File: src/rtl/cmsdk_ahb_to_apb_async_pkg.sv
// Shared definitions for the AHB side of the asynchronous AHB-to-APB bridge:
// FSM state encoding, AHB transfer/size codes and the byte-strobe decoder.
package cmsdk_ahb_to_apb_async_pkg;

    typedef enum logic [2:0] {
        ST_IDLE  = 3'd0,
        ST_WDATA = 3'd1,
        ST_WAIT  = 3'd2,
        ST_ERR1  = 3'd3,
        ST_ERR2  = 3'd4
    } state_t;

    localparam logic [1:0] HTRANS_IDLE   = 2'b00;
    localparam logic [1:0] HTRANS_BUSY   = 2'b01;
    localparam logic [1:0] HTRANS_NONSEQ = 2'b10;
    localparam logic [1:0] HTRANS_SEQ    = 2'b11;

    localparam logic [2:0] HSIZE_BYTE = 3'b000;
    localparam logic [2:0] HSIZE_HALF = 3'b001;
    localparam logic [2:0] HSIZE_WORD = 3'b010;

    // Sizes wider than a word still address the whole 32-bit APB word.
    function automatic logic [3:0] byte_strobe(input logic [2:0] size,
                                               input logic [1:0] addr_lo);
        if (size == HSIZE_BYTE)
            return 4'b0001 << addr_lo;
        else if (size == HSIZE_HALF)
            return addr_lo[1] ? 4'b1100 : 4'b0011;
        else
            return 4'b1111;
    endfunction

endpackage

File: src/rtl/cmsdk_ahb_to_apb_async_syn.sv
// Two-flop synchroniser used for the toggle handshake in both directions.
module cmsdk_ahb_to_apb_async_syn #(
    parameter int WIDTH = 1
) (
    input  logic             clk,
    input  logic             rst,
    input  logic [WIDTH-1:0] d,
    output logic [WIDTH-1:0] q
);

    logic [WIDTH-1:0] meta;

    // NOTE: non-blocking assignments keep meta and q as two distinct flops;
    // blocking ones would collapse the chain into a single stage.
    always_ff @(posedge clk or posedge rst) begin
        if (rst) begin
            meta <= '0;
            q    <= '0;
        end else begin
            meta <= d;
            q    <= meta;
        end
    end

endmodule

File: src/rtl/cmsdk_ahb_to_apb_async_h.sv
// AHB-domain half of the asynchronous AHB-to-APB bridge: accepts AHB transfers
// and hands them to the APB domain over a toggle request/acknowledge handshake.
module cmsdk_ahb_to_apb_async_h
    import cmsdk_ahb_to_apb_async_pkg::*;
#(
    parameter int ADDRWIDTH = 16
) (
    input  logic                 HCLK,
    input  logic                 HRESET,
    input  logic                 HSEL,
    input  logic [ADDRWIDTH-1:0] HADDR,
    input  logic [1:0]           HTRANS,
    input  logic [2:0]           HSIZE,
    input  logic [3:0]           HPROT,
    input  logic                 HWRITE,
    input  logic                 HREADY,
    input  logic [31:0]          HWDATA,
    output logic                 HREADYOUT,
    output logic [31:0]          HRDATA,
    output logic                 HRESP,
    output logic                 s_req_h,
    input  logic                 s_ack_p,
    output logic [ADDRWIDTH-3:0] s_addr,
    output logic                 s_trans_valid,
    output logic [1:0]           s_prot,
    output logic [3:0]           s_strb,
    output logic                 s_write,
    output logic [31:0]          s_wdata,
    input  logic [31:0]          s_rdata,
    input  logic                 s_resp
);

    state_t state;
    logic   ack_sync;
    logic   accept;
    logic   done;

    cmsdk_ahb_to_apb_async_syn #(.WIDTH(1)) u_ack_syn (
        .clk (HCLK),
        .rst (HRESET),
        .d   (s_ack_p),
        .q   (ack_sync)
    );

    // Only the NONSEQ/SEQ bit of HTRANS matters; upper HPROT bits have no APB use.
    logic unused_inputs;
    assign unused_inputs = &{1'b0, HTRANS[0], HPROT[3:2]};

    assign accept = HSEL & HTRANS[1] & HREADY & ((state == ST_IDLE) | (state == ST_ERR2));
    // The request has been serviced once the returning ack matches our toggle level.
    assign done   = (state == ST_WAIT) & (ack_sync == s_req_h);

    // NOTE: HREADYOUT and HRESP are updated together with every state change so
    // they are registered copies of the state decode rather than combinational.
    always_ff @(posedge HCLK or posedge HRESET) begin
        if (HRESET) begin
            state         <= ST_IDLE;
            HREADYOUT     <= 1'b1;
            HRESP         <= 1'b0;
            HRDATA        <= '0;
            s_req_h       <= 1'b0;
            s_trans_valid <= 1'b0;
            s_addr        <= '0;
            s_prot        <= '0;
            s_strb        <= '0;
            s_write       <= 1'b0;
            s_wdata       <= '0;
        end else begin
            case (state)
                ST_IDLE, ST_ERR2: begin
                    HRESP <= 1'b0;
                    if (accept) begin
                        s_addr    <= HADDR[ADDRWIDTH-1:2];
                        s_write   <= HWRITE;
                        s_prot    <= {~HPROT[0], HPROT[1]};
                        s_strb    <= byte_strobe(HSIZE, HADDR[1:0]);
                        HREADYOUT <= 1'b0;
                        if (HWRITE) begin
                            state <= ST_WDATA;
                        end else begin
                            s_req_h       <= ~s_req_h;
                            s_trans_valid <= 1'b1;
                            state         <= ST_WAIT;
                        end
                    end else begin
                        state     <= ST_IDLE;
                        HREADYOUT <= 1'b1;
                    end
                end
                ST_WDATA: begin
                    s_wdata       <= HWDATA;
                    s_req_h       <= ~s_req_h;
                    s_trans_valid <= 1'b1;
                    state         <= ST_WAIT;
                end
                ST_WAIT: begin
                    if (done) begin
                        s_trans_valid <= 1'b0;
                        if (!s_write)
                            HRDATA <= s_rdata;
                        if (s_resp) begin
                            state <= ST_ERR1;
                            HRESP <= 1'b1;
                        end else begin
                            state     <= ST_IDLE;
                            HREADYOUT <= 1'b1;
                        end
                    end
                end
                ST_ERR1: begin
                    state     <= ST_ERR2;
                    HREADYOUT <= 1'b1;
                end
                default: begin
                    state     <= ST_IDLE;
                    HREADYOUT <= 1'b1;
                    HRESP     <= 1'b0;
                end
            endcase
        end
    end

endmodule

File: config.mk
export PLATFORM = sky130hd
export DESIGN_NAME = cmsdk_ahb_to_apb_async_h
export DESIGN_NICKNAME = d
export VERILOG_FILES = /design/src/rtl/cmsdk_ahb_to_apb_async_pkg.sv /design/src/rtl/cmsdk_ahb_to_apb_async_syn.sv /design/src/rtl/cmsdk_ahb_to_apb_async_h.sv
export SDC_FILE = /design/constraint.sdc
export NUM_CORES = 1
export LEC_CHECK = 0
export CAP_MARGIN = 5
export CORE_MARGIN = 5
export CORE_UTILIZATION = 35
export CTS_BUF_LIST = sky130_fd_sc_hd__clkbuf_16
export CTS_CLUSTER_DIAMETER = 80
export DETAILED_ROUTE_END_ITERATION = 8
export PLACE_DENSITY = 0.71
export SYNTH_ARGS = -nofsm -noshare
export SYNTH_HDL_FRONTEND = slang
export SYNTH_SLANG_ARGS = --single-unit
File: constraint.sdc
create_clock -name HCLK -period 6.2 [get_ports HCLK]
set_clock_uncertainty 0.15 [all_clocks]
set_input_delay 0.93 -clock HCLK [delete_from_list [all_inputs] [get_ports HCLK]]
set_output_delay 0.93 -clock HCLK [all_outputs]
set_load 0.01 [all_outputs]
# Word-level counts from Yosys, hierarchy flattened
# Index checks and enable logic that the tools add are counted.
# Widths: inputs -> output; s select.
dict set report classes {
  bitwise_logic 10
  mux 22
  shifts 1
  n_eq_ne 11
  n_reduce_logical 12
}
# cell count
set op_table {}
lappend op_table {{$mux 4} 3}
lappend op_table {{$pmux 3 s4} 1}
lappend op_table {{$reduce_and 3->1} 4}
lappend op_table {{$mux 1} 10}
lappend op_table {{$ne 2x2->1 const B} 5}
lappend op_table {{$eq 3x1->1 const B} 2}
lappend op_table {{$eq 3x2->1 const B} 2}
lappend op_table {{$logic_not 3->1} 2}
lappend op_table {{$mux 3} 2}
lappend op_table {{$pmux 1 s3} 2}
lappend op_table {{$not 1->1} 5}
lappend op_table {{$and 1x1->1} 4}
lappend op_table {{$mux 2} 2}
lappend op_table {{$pmux 1 s2} 2}
lappend op_table {{$reduce_and 4->1} 1}
lappend op_table {{$reduce_or 2->1} 2}
lappend op_table {{$shl 1x2->4 const A} 1}
lappend op_table {{$eq 3x3->1 const B} 1}
lappend op_table {{$reduce_bool 3->1} 1}
lappend op_table {{$reduce_and 2->1} 1}
lappend op_table {{$reduce_bool 2->1} 1}
lappend op_table {{$eq 1x1->1} 1}
lappend op_table {{$or 1x1->1} 1}
dict set report word_totals {
  inputBits 96
  word_cells 69
  output_inout_bits 89
  regBits 94
}

# Depth between registers and ports, before layout
dict set report logic_depth {
  ltp_word 5
  ltp_mapped 6
  ltp_nobuf 3
}

# Cells and area by module
# From an unflattened synthesis, not the netlist that was laid out.
dict set report hier_totals {
  cells_unflattened 229
  area_unflattened_um2 3723.6
}
# module n_inst cells_per_inst seq_area_each_um2 area_per_inst_um2
set modules_own_cells {}
lappend modules_own_cells {cmsdk_ahb_to_apb_async_h 1 226 2303.5 3669.8}
lappend modules_own_cells {cmsdk_ahb_to_apb_async_syn 1 3 50.0 53.8}

# Least setup slack after synthesis
# OpenSTA, ideal clock, no wires.
dict set report synth_path {
  path_kind {input to register}
  start {in HREADY}
  end {reg s_addr[0]}
  setup_ns 0.125
  required_time_ns 5.925
  path_slack_ns 3.927
  arrival_ns 1.998
  cell_stages 4
  n_path_buf 1
  cell_sequence {nand3_1 -> nor3_1 -> buf_2 -> mux2_2}
}
dict set report synth_via {
  elab_chain_len 3
}
# element line
set synth_lines {}
lappend synth_lines {{start: declaration} cmsdk_ahb_to_apb_async_h.sv:16} ;# input logic HREADY,
lappend synth_lines {{$and 1x1->1 (2 in series)} cmsdk_ahb_to_apb_async_h.sv:49} ;# assign accept = HSEL & HTRANS[1] & HREADY & ((state == ST_IDLE) | (state == ST_ERR2));
lappend synth_lines {{$reduce_and 2->1 (no source line)} -}
lappend synth_lines {{end signal: assignment} cmsdk_ahb_to_apb_async_h.sv:73} ;# s_addr <= HADDR[ADDRWIDTH-1:2];
lappend synth_lines {{end: declaration} cmsdk_ahb_to_apb_async_h.sv:23} ;# output logic [ADDRWIDTH-3:0] s_addr,
# Every way passes these cells.
# A chain may end at the register's enable or synchronous reset.

# Worst setup path in the final report
dict set report layout_path {
  start {in HREADY}
  end {reg s_addr[5]}
}
# The elaborated chain is that of the path after synthesis.

==> results.cfg <==
[drt]
wirelength_um = 8980
drt-initial-drc-count = 79
via_count = 2501
wl_per_cell_um = 16.3
post-route-drc-count = 0
via_per_inst = 4.53
drtPass1Iterations = 4
postRouteAntennaNets = 0

[cts]
cts_setup_buffers = 0
cts_resized = 0
h-tree-depth = 3
cts-buffers-inserted = 9
cts_buffer_depth = 2
cts_root_buffer = clkbuf_16
clkTransAtPathRegs_ns = 0.06
cts_tree = done
postCtsHoldBufs = 0
clock_latency_ns = 0.33
cts_num_sinks = 94

[place]
preCtsSetupSlack_ns = 3.22
io_buffers = 181
place_congestion = 0.720
dp.cells = 536
dp_hpwl_um = 6560
post_dp_cell_area_mm2 = 0.00566

[logic_synthesis]
synth-seq-cells = 94
synth_warnings = 0
synthArstFlopShare_pct = 100
synth.most_common_cell = dfrtp_1
synth_fp_nets = 324
yosys.area.top_type_share_pct = 62.6
avgSynthCellArea_um2 = 16.3
syn_area_mm2 = 0.00372
synth_area_leader_cell = dfrtp_1
ys_types = 28
yosys-top-cells-area = dfrtp_1 (63%), mux2_2 (16%), mux2_4 (12%)
yosys_most_used_dff = dfrtp_1
syn_inst = 228
synth_edf_count = 0
ys_seq_area_share_pct = 63.3
synth_top_cells_by_count = dfrtp_1 (93), mux2_2 (54), mux2_4 (30)

[setup_path]
rr_startpoint = state[0]
critPathRequiredTime_ns = 6.26
reg2reg_depth = 3
cp-end-kind = flip-flop
critPathLaunchType = primary input
cp.arrival_ns = 2.71
timing.rr.end = HRDATA[24]
path_class = primary input to flip-flop
r2r_setup_slack_ns = 3.63
crit_fanout = 17

[timing]
final_hold_viol_count = 0
timing.hold.ws_ns = 0.200
fin_ws_ns = 3.55
grt_setup_unrepaired = no
fmax_mhz = 377
period_share_pct = 42.7
finalSetupViolCount = 0
layout_min_cycle_time_ns = 2.65
maxSlewHeadroom_pct = 30.4
worst_slew_pin_slew_ns = 1.04
finalMaxSlewViolations = 0
setup_tns_ns = 0

[global_routing]
grt_pass1_vias = 2804
grt.total_usage_pct = 14.0
gr-total-overflow = 0
grt_max_degree = 61
grt_pass1_wl_um = 14400
antenna_found_initial = 0

[status]
status = completed

[die]
core_mm2 = 0.0103
die_y_um = 113
rows = 37
fp.dieArea_mm2 = 0.0128
initial_utilization_pct = 36.0
dieWidth_um = 113
pin_count = 185

[min_path]
hold_end = u_ack_syn.q
hp-class = flip-flop to flip-flop
hold-path-cell-count = 0
hold_start = u_ack_syn.meta

[pwr]
p_leak_nw = 2.53
ir_drop_uv = 205
total_power_mw = 2.90
power_density_mw_per_mm2 = 490

[cells_and_area]
seqCellArea_mm2 = 0.00235
drive_above_1_share_pct = 25.7
n_fill_cell = 846
multi_input_comb_area_mm2 = 0.00129
area_growth_pct = 59.4
nets = 507
stdcell_area_mm2 = 0.00593
final_util_pct = 57.4
n_antenna_cell = 0
finalNonFillerCells = 552

[job]
cap_violations = 0
## placed cells by master, fill, tap and decap left out, types with 2 or more instances in the layout
master,count
clkbuf_16,9
clkdlybuf4s50_1,181
nor2_1,7
mux2_4,30
mux2_2,54
clkinvlp_4,3
xor2_1,2
buf_4,3
clkinv_2,2
a21oi_1,2
dfrtp_1,93
o21ai_0,4
nor3_1,2
inv_1,5
## where the power goes
part	internal [mW]	total, mW	switching (mW)
Combinational	0.881	1.33	0.447
Clock	0.269	0.499	0.230
Sequential	0.913	1.08	0.165
## layer usage
layer,part of all wire (%),track usage [%]
met5,0,0
met4,0.61,3.85
met3,7.7,4.55
met2,50,23.7
met1,42,17.1
## worst max path at each step
stage          startpoint        end  slack (ns)
2_1_floorplan      HRESET  HRDATA[0]        2.67
3_3_place_gp         HSEL  s_addr[2]        3.25
3_5_place_dp       HREADY  s_prot[0]        3.22
4_1_cts            HREADY  s_prot[0]        3.54
5_1_grt            HREADY  s_addr[5]        3.46
6_report           HREADY  s_addr[5]        3.55
## flip-flops by register name, indices dropped and copies added (netlist names)
register	cells
HRDATA	32
s_wdata	32
s_addr	14
s_strb	4
state	3
s_prot	2
HREADYOUT	1
HRESP	1
s_req_h	1
s_trans_valid	1
s_write	1
u_ack_syn.meta	1
u_ack_syn.q	1
## worst max-delay path: stages
cell	delay (ns)
clkdlybuf4s50_1	0.45
nand3_1	0.17
nor3_2	0.44
buf_4	0.35
mux2_2	0.36
## cells by family after synthesis
family,count (synthesis),synth area share [%]
and+or+nand+nor,19,2.86
DFF,94,63.3
AOI/OAI and AO/OA,11,1.95
xor gates and xnor gates,3,0.706
muxes,85,28.7
buffers and inverters,16,2.49
## layout make-up
type / instances / share of cell area [%]
clock inverters: 7 / 0.739
well taps: 136 / 2.87
multi-input cells: 118 / 21.7
clock buffers: 9 / 3.80
repair buffers: 184 / 30.9
inverters: 4 / 0.274
flip-flops and latches: 94 / 39.7
Note: power is estimated with default switching activity, not from simulation.
